### src/rtl/mem_access_unit.sv
// Memory-stage load/store engine: drives a req/ack data-memory handshake and
// produces the MEM/WB result slot, stalling upstream while an access is open.
module mem_access_unit #(
  parameter int ADDR_W  = 32,
  parameter int TIMEOUT = 16
) (
  input  logic              clk,
  input  logic              reset,
  input  logic              in_valid,
  input  logic              in_mem_read,
  input  logic              in_mem_write,
  input  logic              in_byte,
  input  logic [ADDR_W-1:0] in_addr,
  input  logic [31:0]       in_store_data,
  input  logic [3:0]        in_rd,
  input  logic              in_link,
  input  logic              in_wb_en,
  input  logic [3:0]        in_cpsr,
  output logic              stall,
  output logic              mem_req,
  output logic              mem_we,
  output logic [ADDR_W-1:0] mem_addr,
  output logic [31:0]       mem_wdata,
  output logic [3:0]        mem_be,
  input  logic              mem_ack,
  input  logic [31:0]       mem_rdata,
  output logic              out_valid,
  output logic [31:0]       out_data_mem,
  output logic [31:0]       out_write_data,
  output logic [3:0]        out_rd,
  output logic              out_link,
  output logic              out_wb_en,
  output logic [3:0]        out_cpsr,
  output logic              fault
);

  localparam int CNT_W = (TIMEOUT > 2) ? $clog2(TIMEOUT) : 1;
  localparam logic [CNT_W-1:0] CNT_LAST = CNT_W'(TIMEOUT - 1);

  typedef enum logic [1:0] {S_IDLE, S_REQ, S_DONE} state_t;

  state_t            r_state;
  state_t            w_state_nxt;

  logic [ADDR_W-1:0] r_addr;
  logic              r_we;
  logic              r_byte;
  logic [31:0]       r_wdata;
  logic [3:0]        r_be;
  logic [3:0]        r_rd;
  logic              r_link;
  logic              r_wb_en;
  logic [3:0]        r_cpsr;
  logic [CNT_W-1:0]  r_cnt;

  logic              r_out_valid;
  logic [31:0]       r_out_data_mem;
  logic [31:0]       r_out_write_data;
  logic [3:0]        r_out_rd;
  logic              r_out_link;
  logic              r_out_wb_en;
  logic [3:0]        r_out_cpsr;
  logic              r_fault;

  logic              w_mem_op;
  logic              w_misalign;
  logic              w_accept;
  logic              w_alu_take;
  logic              w_mis_take;
  logic              w_ack_take;
  logic              w_tmo_take;
  logic              w_stall;
  logic [3:0]        w_be_in;
  logic [31:0]       w_wdata_in;
  logic [7:0]        w_lane;
  logic [31:0]       w_load_fmt;

  assign w_mem_op   = in_valid & (in_mem_read | in_mem_write);
  assign w_misalign = ~in_byte & (in_addr[1:0] != 2'b00);
  assign w_be_in    = in_byte ? (4'b0001 << in_addr[1:0]) : 4'b1111;
  assign w_wdata_in = in_byte ? {4{in_store_data[7:0]}} : in_store_data;

  always_comb begin
    w_lane = mem_rdata[7:0];
    case (r_addr[1:0])
      2'd1:    w_lane = mem_rdata[15:8];
      2'd2:    w_lane = mem_rdata[23:16];
      2'd3:    w_lane = mem_rdata[31:24];
      default: w_lane = mem_rdata[7:0];
    endcase
  end

  // Stores return zero; byte loads are zero-extended from the addressed lane.
  assign w_load_fmt = r_we   ? 32'd0 :
                      r_byte ? {24'd0, w_lane} : mem_rdata;

  always_comb begin
    w_state_nxt = r_state;
    w_stall     = 1'b0;
    w_accept    = 1'b0;
    w_alu_take  = 1'b0;
    w_mis_take  = 1'b0;
    w_ack_take  = 1'b0;
    w_tmo_take  = 1'b0;
    case (r_state)
      S_IDLE: begin
        if (w_mem_op) begin
          w_stall     = 1'b1;
          w_accept    = 1'b1;
          w_mis_take  = w_misalign;
          w_state_nxt = w_misalign ? S_DONE : S_REQ;
        end else if (in_valid) begin
          w_alu_take = 1'b1;
        end
      end
      S_REQ: begin
        w_stall = 1'b1;
        if (mem_ack) begin
          w_ack_take  = 1'b1;
          w_state_nxt = S_DONE;
        end else if (r_cnt == CNT_LAST) begin
          w_tmo_take  = 1'b1;
          w_state_nxt = S_DONE;
        end
      end
      S_DONE:  w_state_nxt = S_IDLE;
      default: w_state_nxt = S_IDLE;
    endcase
  end

  always_ff @(posedge clk) begin
    if (reset) begin
      r_state          <= S_IDLE;
      r_addr           <= '0;
      r_we             <= 1'b0;
      r_byte           <= 1'b0;
      r_wdata          <= '0;
      r_be             <= '0;
      r_rd             <= '0;
      r_link           <= 1'b0;
      r_wb_en          <= 1'b0;
      r_cpsr           <= '0;
      r_cnt            <= '0;
      r_out_valid      <= 1'b0;
      r_out_data_mem   <= '0;
      r_out_write_data <= '0;
      r_out_rd         <= '0;
      r_out_link       <= 1'b0;
      r_out_wb_en      <= 1'b0;
      r_out_cpsr       <= '0;
      r_fault          <= 1'b0;
    end else begin
      r_state     <= w_state_nxt;
      r_out_valid <= 1'b0;
      r_cnt       <= (r_state == S_REQ) ? r_cnt + CNT_W'(1) : '0;
      if (w_accept) begin
        r_addr  <= in_addr;
        r_we    <= in_mem_write;
        r_byte  <= in_byte;
        r_wdata <= w_wdata_in;
        r_be    <= w_be_in;
        r_rd    <= in_rd;
        r_link  <= in_link;
        r_wb_en <= in_wb_en;
        r_cpsr  <= in_cpsr;
      end
      // ALU ops and misaligned faults complete straight from the inputs.
      if (w_alu_take || w_mis_take) begin
        r_out_valid      <= 1'b1;
        r_out_data_mem   <= '0;
        r_out_write_data <= 32'(in_addr);
        r_out_rd         <= in_rd;
        r_out_link       <= in_link;
        r_out_wb_en      <= in_wb_en & ~w_mis_take;
        r_out_cpsr       <= in_cpsr;
        r_fault          <= w_mis_take;
      end
      if (w_ack_take || w_tmo_take) begin
        r_out_valid      <= 1'b1;
        r_out_data_mem   <= w_tmo_take ? 32'd0 : w_load_fmt;
        r_out_write_data <= 32'(r_addr);
        r_out_rd         <= r_rd;
        r_out_link       <= r_link;
        r_out_wb_en      <= r_wb_en & ~w_tmo_take;
        r_out_cpsr       <= r_cpsr;
        r_fault          <= w_tmo_take;
      end
    end
  end

  assign stall          = w_stall;
  assign mem_req        = (r_state == S_REQ);
  assign mem_we         = r_we;
  assign mem_addr       = {r_addr[ADDR_W-1:2], 2'b00};
  assign mem_wdata      = r_wdata;
  assign mem_be         = r_be;
  assign out_valid      = r_out_valid;
  assign out_data_mem   = r_out_data_mem;
  assign out_write_data = r_out_write_data;
  assign out_rd         = r_out_rd;
  assign out_link       = r_out_link;
  assign out_wb_en      = r_out_wb_en;
  assign out_cpsr       = r_out_cpsr;
  assign fault          = r_fault;

endmodule
### config.mk
export PLATFORM = sky130hd
export DESIGN_NAME = mem_access_unit
export DESIGN_NICKNAME = d
export VERILOG_FILES = /design/src/rtl/mem_access_unit.sv
export SDC_FILE = /design/constraint.sdc
export NUM_CORES = 1
export LEC_CHECK = 0
export CAP_MARGIN = 25
export CELL_PAD_IN_SITES_DETAIL_PLACEMENT = 1
export CELL_PAD_IN_SITES_GLOBAL_PLACEMENT = 1
export CORE_MARGIN = 1.5
export CORE_UTILIZATION = 31
export DETAILED_ROUTE_END_ITERATION = 16
export PLACE_DENSITY = 0.86
export SETUP_SLACK_MARGIN = 0.02
export SLEW_MARGIN = 20
export SYNTH_ARGS = -nofsm -noshare
export SYNTH_HDL_FRONTEND = slang
export SYNTH_SLANG_ARGS = --single-unit
### constraint.sdc
create_clock -name clk -period 1.9 [get_ports clk]
set_input_delay 0.38 -clock clk [delete_from_list [all_inputs] [get_ports clk]]
set_output_delay 0.38 -clock clk [all_outputs]
set_load 0.01 [all_outputs]
======== After elaboration in Yosys (flattened, before gate mapping) ========
Cells that the tools add are included.
word-level totals
  output and inout bits ................... 147
  register bits ........................... 162
  word-level logic and storage cells ...... 84
cells by class
  $add $sub $neg .......................... 1
  reductions and logical operators ........ 7
  bitwise logic cells ..................... 9
  multiplexer cells ....................... 40
  shift-type cells ........................ 1
  equal/unequal tests ..................... 7
operators with widths
  kind                                                  number
  2-to-1 mux 32 bit                                     8
  case mux 8 bit (3 select lines)                       1
  2-to-1 mux 1 bit                                      20
  2-to-1 mux 4 bit                                      5
  2-to-1 mux 2 bit                                      4
  adder 4 x 1 -> 4 bit (second input constant)          1
  AND 1 bit                                             4
  equality test 2 x 1 -> 1 bit (second input constant)  2
  equality test 2 bit (second input constant)           2
  equality test 4 bit (second input constant)           1
  NOT 1 bit                                             4
  case mux 2 bit (2 select lines)                       1
  nonzero test 2 bit                                    2
  left shift 1 x 2 -> 4 bit (first input constant)      1
  != test 3 x 1 -> 1 bit (second input constant)        1
  logical NOT 2 bit                                     1
  logical OR 1 bit                                      2
  != test 2 bit (second input constant)                 1
  case mux 1 bit (2 select lines)                       1
  AND reduction 2 bit                                   1
  OR reduction 2 bit                                    1
  OR 1 bit                                              1

======== Logic depth before layout (Yosys ltp) ========
Gate-level depths: netlist (run 1).
  depth after elaboration ................. 8
  mapped depth ............................ 8

======== Worst setup path before layout (run 1) ========
No wires, ideal clock.
  path kind ............................... register -> register
  start ................................... register r_cnt[0]
  end ..................................... register r_out_data_mem[0], in the netlist out_data_mem[0]
  setup slack ............................. 0.372 ns
  path buffers ............................ 2
  arrival ................................. 1.458 ns
  data required time ...................... 1.830 ns
  setup time .............................. 0.070 ns
  cell stages (with the launch flop) ...... 8
  cell sequence ........................... dfxtp_1 -> ha_1 -> and3_1 -> o21ai_2 -> buf_2 -> buf_2 -> nand3_1 -> a21oi_1
between the ends
  word-level cells in the longest chain between the ends .. 6
ends and longest elaborated chain
  what                                                            line      source
  from (decl)                                                     54        logic [CNT_W-1:0] r_cnt;
  from (signal assigned)                                          155       r_cnt <= (r_state == S_REQ) ? r_cnt + CNT_W'(1) : '0;
  equality test 4 bit (*)                                         121       end else if (r_cnt == CNT_LAST) begin
  2-to-1 mux 1 bit (*)                                            121
  2-to-1 mux 1 bit (*)                                            118       if (mem_ack) begin
  2-to-1 mux 1 bit (*)                                            105       case (r_state)
  2-to-1 mux 32 bit / logical OR 1 bit (equally long branches)    180, 178
  2-to-1 mux 32 bit / nonzero test 2 bit (equally long branches)  n/a
  to (signal assigned)                                            180       r_out_data_mem <= w_tmo_take ? 32'd0 : w_load_fmt;
  to (decl)                                                       57        logic [31:0] r_out_data_mem;
Every way passes the cells marked *; elsewhere a longest branch is shown, timed or not.
A chain may end at the register's enable or synchronous reset.

======== Final worst setup path (run 1) ========
  start ................................... input in_mem_write
  end ..................................... output stall
between the ends
  word-level cells in the longest chain between the ends .. 4
ends and longest elaborated chain
  what                             line  source
  from (decl)                      11    input logic in_mem_write,
  OR 1 bit                         78    assign w_mem_op = in_valid & (in_mem_read | in_mem_write);
  AND 1 bit                        78
  2-to-1 mux 1 bit                 107   if (w_mem_op) begin
  case mux 1 bit (2 select lines)  105
  to (decl)                        19    output logic stall,
Every way passes these cells.

==> results of run 1 <==
-- final timing paths --
check | to | slack, ns | depth (start not counted)
worst max-delay path | stall | 0.08 | 5
worst min-delay path | r_addr[6] | 0.32 | 2
worst max register to register | out_write_data[28] | 0.24 | 7
worst min register to register | r_cnt[0] | 0.46 | 1
-- flip-flops by register name, indices dropped and copies added, names as in the netlist, 2 cells and up --
register / count
r_rd: 4
r_cpsr: 4
out_data_mem: 32
mem_wdata: 32
r_addr: 32
r_cnt: 4
out_write_data: 32
out_cpsr: 4
mem_be: 4
out_rd: 4
r_state: 2
-- cells in the mapped netlist --
| master | number | area (um2) |
|---|---|---|
| o21ai_1 | 1 | 5.00 |
| a21oi_1 | 61 | 305 |
| nor3b_1 | 1 | 7.51 |
| mux2i_1 | 32 | 320 |
| clkbuf_1 | 31 | 116 |
| xnor2_1 | 1 | 8.76 |
| nand2b_1 | 4 | 25.0 |
| nand3_1 | 13 | 65.1 |
| conb_1 | 1 | 3.75 |
| nor2_1 | 63 | 236 |
| o21ba_2 | 1 | 10.0 |
| o21ai_0 | 1 | 5.00 |
| nor3_1 | 86 | 430 |
| buf_4 | 38 | 285 |
| and3_1 | 1 | 6.26 |
| xor2_1 | 1 | 8.76 |
| o22ai_1 | 41 | 257 |
| buf_6 | 3 | 33.8 |
| nand3b_1 | 1 | 7.51 |
| o221ai_1 | 8 | 70.1 |
| a311oi_1 | 4 | 35.0 |
| or2_0 | 1 | 6.26 |
| a31oi_1 | 2 | 12.5 |
| nor4_1 | 1 | 6.26 |
| inv_1 | 1 | 3.75 |
| o21ai_2 | 1 | 8.76 |
| nor2b_1 | 1 | 6.26 |
| nand2_1 | 106 | 398 |
| clkinv_1 | 1 | 3.75 |
| buf_1 | 1 | 3.75 |
| and2_1 | 2 | 12.5 |
| nor4bb_1 | 1 | 10.0 |
| nor3b_4 | 1 | 18.8 |
| buf_2 | 32 | 160 |
| a22oi_1 | 1 | 7.51 |
| a211oi_1 | 24 | 180 |
| a32oi_1 | 24 | 210 |
| dfxtp_1 | 162 | 3240 |
| o21a_1 | 2 | 15.0 |
| ha_1 | 1 | 12.5 |
| a2bb2oi_1 | 8 | 70.1 |
-- worst reg2reg max path, delay by kind of cell, from the launching register on --
kind / cells / cell delay [ns]
fa+ha+maj: 1 / 0.22
buf+inv: 2 / 0.35
simple gates: 2 / 0.42
compound gates: 2 / 0.27
flops: 1 / 0.33
-- placed cells by master (no fill, tap or decap), types with 4 or more instances in the layout --
master           synthesis  final
nand3_1                 13     13
nor2_1                  63     63
clkdlybuf4s50_1          0    253
dfxtp_1                162    161
a32oi_1                 24     24
o221ai_1                 8      8
a21oi_1                 61     60
mux2i_1                 32     32
a211oi_1                24     24
o22ai_1                 41     41
clkbuf_16                0     17
nand2b_1                 4      4
nand2_1                106    105
buf_4                   38     30
a2bb2oi_1                8      8
a311oi_1                 4      4
clkinv_2                 0      4
nor3_1                  86     86
buf_12                   0     15
-- cells by family after synthesis --
kind of cell | after synthesis | share of synthesized area
xor+xnor | 2 | 0.00264
mux | 32 | 0.0483
fa+ha+maj | 1 | 0.00189
simple gates | 282 | 0.186
compound gates | 179 | 0.180
buf+inv | 107 | 0.0915
flops | 162 | 0.489
other cells | 1 | 0.000565
-- stage by stage --
step	util	power (uW)	worst slack [ns]	hold WS (ns)	setup TNS, ns
floorplan	-	4710	0.372	0.418	0
global placement	0.452	5670	-0.247	0.428	-7.43
detailed placement	0.452	5730	-0.329	0.447	-15.63
CTS	0.478	9100	0.0880	0.300	0
global route	0.478	9390	0.0427	0.319	0
finish	0.478	8990	0.0846	0.319	0
-- what timing repair did --
action / CTS / global route
gates resized for setup: 8 / 0
setup endpoints to repair: 2 / 0
hold buffers: 0 / 0
-- area by class of cell --
| type | count | share of cell area |
|---|---|---|
| Clock inverter | 10 | 0.0112 |
| Tap cell | 275 | 0.0342 |
| Sequential cell | 162 | 0.323 |
| Clock buffer | 20 | 0.0444 |
| Timing Repair Buffer | 301 | 0.306 |
| Inverter | 2 | 0.000747 |
| Multi-Input combinational cell | 498 | 0.281 |
-- metal layers --
metal	GRT usage	wire, um	vias to the layer above
met5	0	27	-
met4	0.0658	470	4
met3	0.0752	1870	33
met2	0.359	11200	220
met1	0.225	9370	3188
li1	-	-	3122
-- report_power, final --
| part | switching [uW] | internal, uW | total, uW |
|---|---|---|---|
| clock | 1390 | 1950 | 3340 |
| sequential | 154 | 3650 | 3800 |
| combinational | 866 | 973 | 1840 |
| total | 2410 | 6570 | 8990 |
==> flow_summary.yaml, run 1 <==
placement:
  post_dp_cell_area_mm2: 0.00950
  numPortBuffers: 257
  dp_hpwl_um: 16400
  gp_congestion: 0.802
  placedCellCount: 1238
critical_path:
  startpoint: "in_mem_write"
  worstSetupStartpointType: "input port"
  timing.rr.start: "r_cnt[0]"
  crit_required_ns: 1.52
  end_kind: "output port"
  worst-path-buf-inv: 2
  max_stage_delay_ns: 0.44
  arrival_ns: 1.44
  critPathSlowestCell: "clkdlybuf4s50_1"
  crit_family: "buffers and inverters"
  path_max_fanout: 2
  path_cells: "clkdlybuf4s50_1, or2_1, a21oi_2, nor2_1, buf_2"
  path_class: "input port to output port"
clock_network:
  clk_pin_slew_ns: 0.06
  numCtsBuffers: 17
  clockRootBuffer: "clkbuf_16"
  cts_tree: "yes"
  clkSinkCount: 162
  clk_path_buf_depth: 2
  cts_setup_buffers: 0
  cts_max_level: 4
  clk-insertion-delay-late_ns: 0.42
floorplan:
  die_y_um: 149
  start_util: 0.315
  row_count: 53
  ios: 260
  die_area_mm2: 0.0223
  die_w_um: 149
  core_area_mm2: 0.0210
min_path:
  min_path_type: "input port to flip-flop"
  hold_start: "reset"
finish:
  fin_cells: 1268
  drive_gt1_frac: 0.0866
  fillers: 2391
  syn2layout_area_growth_pct: 51.6
  num_antenna_cells: 0
  multi_input_area_mm2: 0.00282
  finalNetCount: 1096
  fin_area_mm2: 0.0101
  seq_area_mm2: 0.00324
yosys:
  ys_warn_count: 0
  ys_ff_latch: 162
  syn_area_mm2: 0.00663
  synthCells: 766
  postSynthAreaPerCell_um2: 8.66
  yosys.cell_types.count: 41
  yosysSeqAreaShare: 0.489
timing:
  fmax_mhz: 551
  slew_violations: 0
  max-slew-margin-rel: 0.632
  setup_viol: 0
  hold_viol_final: 0
  fin_crit_sh: 0.955
  finalClockSkew_ns: 0.00932
  tightest_slew_ns: 0.550
  grt_setup_unrepaired: "false"
  finalCriticalPeriod_ns: 1.82
route:
  dr.pass1.iters: 4
  vias: 6567
  routedWlPerCell_um: 18.1
  routed_wl_um: 23000
  drcViolationCount: 0
  ant_nets: 0
  drt-vias-per-instance: 5.18
  drt-initial-drc-count: 202
flow_run:
  max_cap_violations: 0
pwr:
  powerDensity_mw_per_mm2: 894
  leakage_uw: 0.00368
  irDropWorstVdd_uv: 555
global_route:
  grt_max_degree: 97
  antenna_found_initial: 2
  gr-total-overflow: 0
  grt_pass1_wl_um: 35500
  track_usage: 0.203
  grt_pass1_vias: 6746
run_status:
  status: "finished clean"
No activity file was read; power rests on OpenSTA's default activity.
==> inputs of run 2 (changes only) <==
--- a/config.mk
+++ b/config.mk
@@ -17,3 +17,4 @@
 export SYNTH_ARGS = -nofsm -noshare
 export SYNTH_HDL_FRONTEND = slang
 export SYNTH_SLANG_ARGS = --single-unit
+export TNS_END_PERCENT = 1
==> results of run 2 <==
The final DEF is identical to that of run 1; final timing and power are the same.
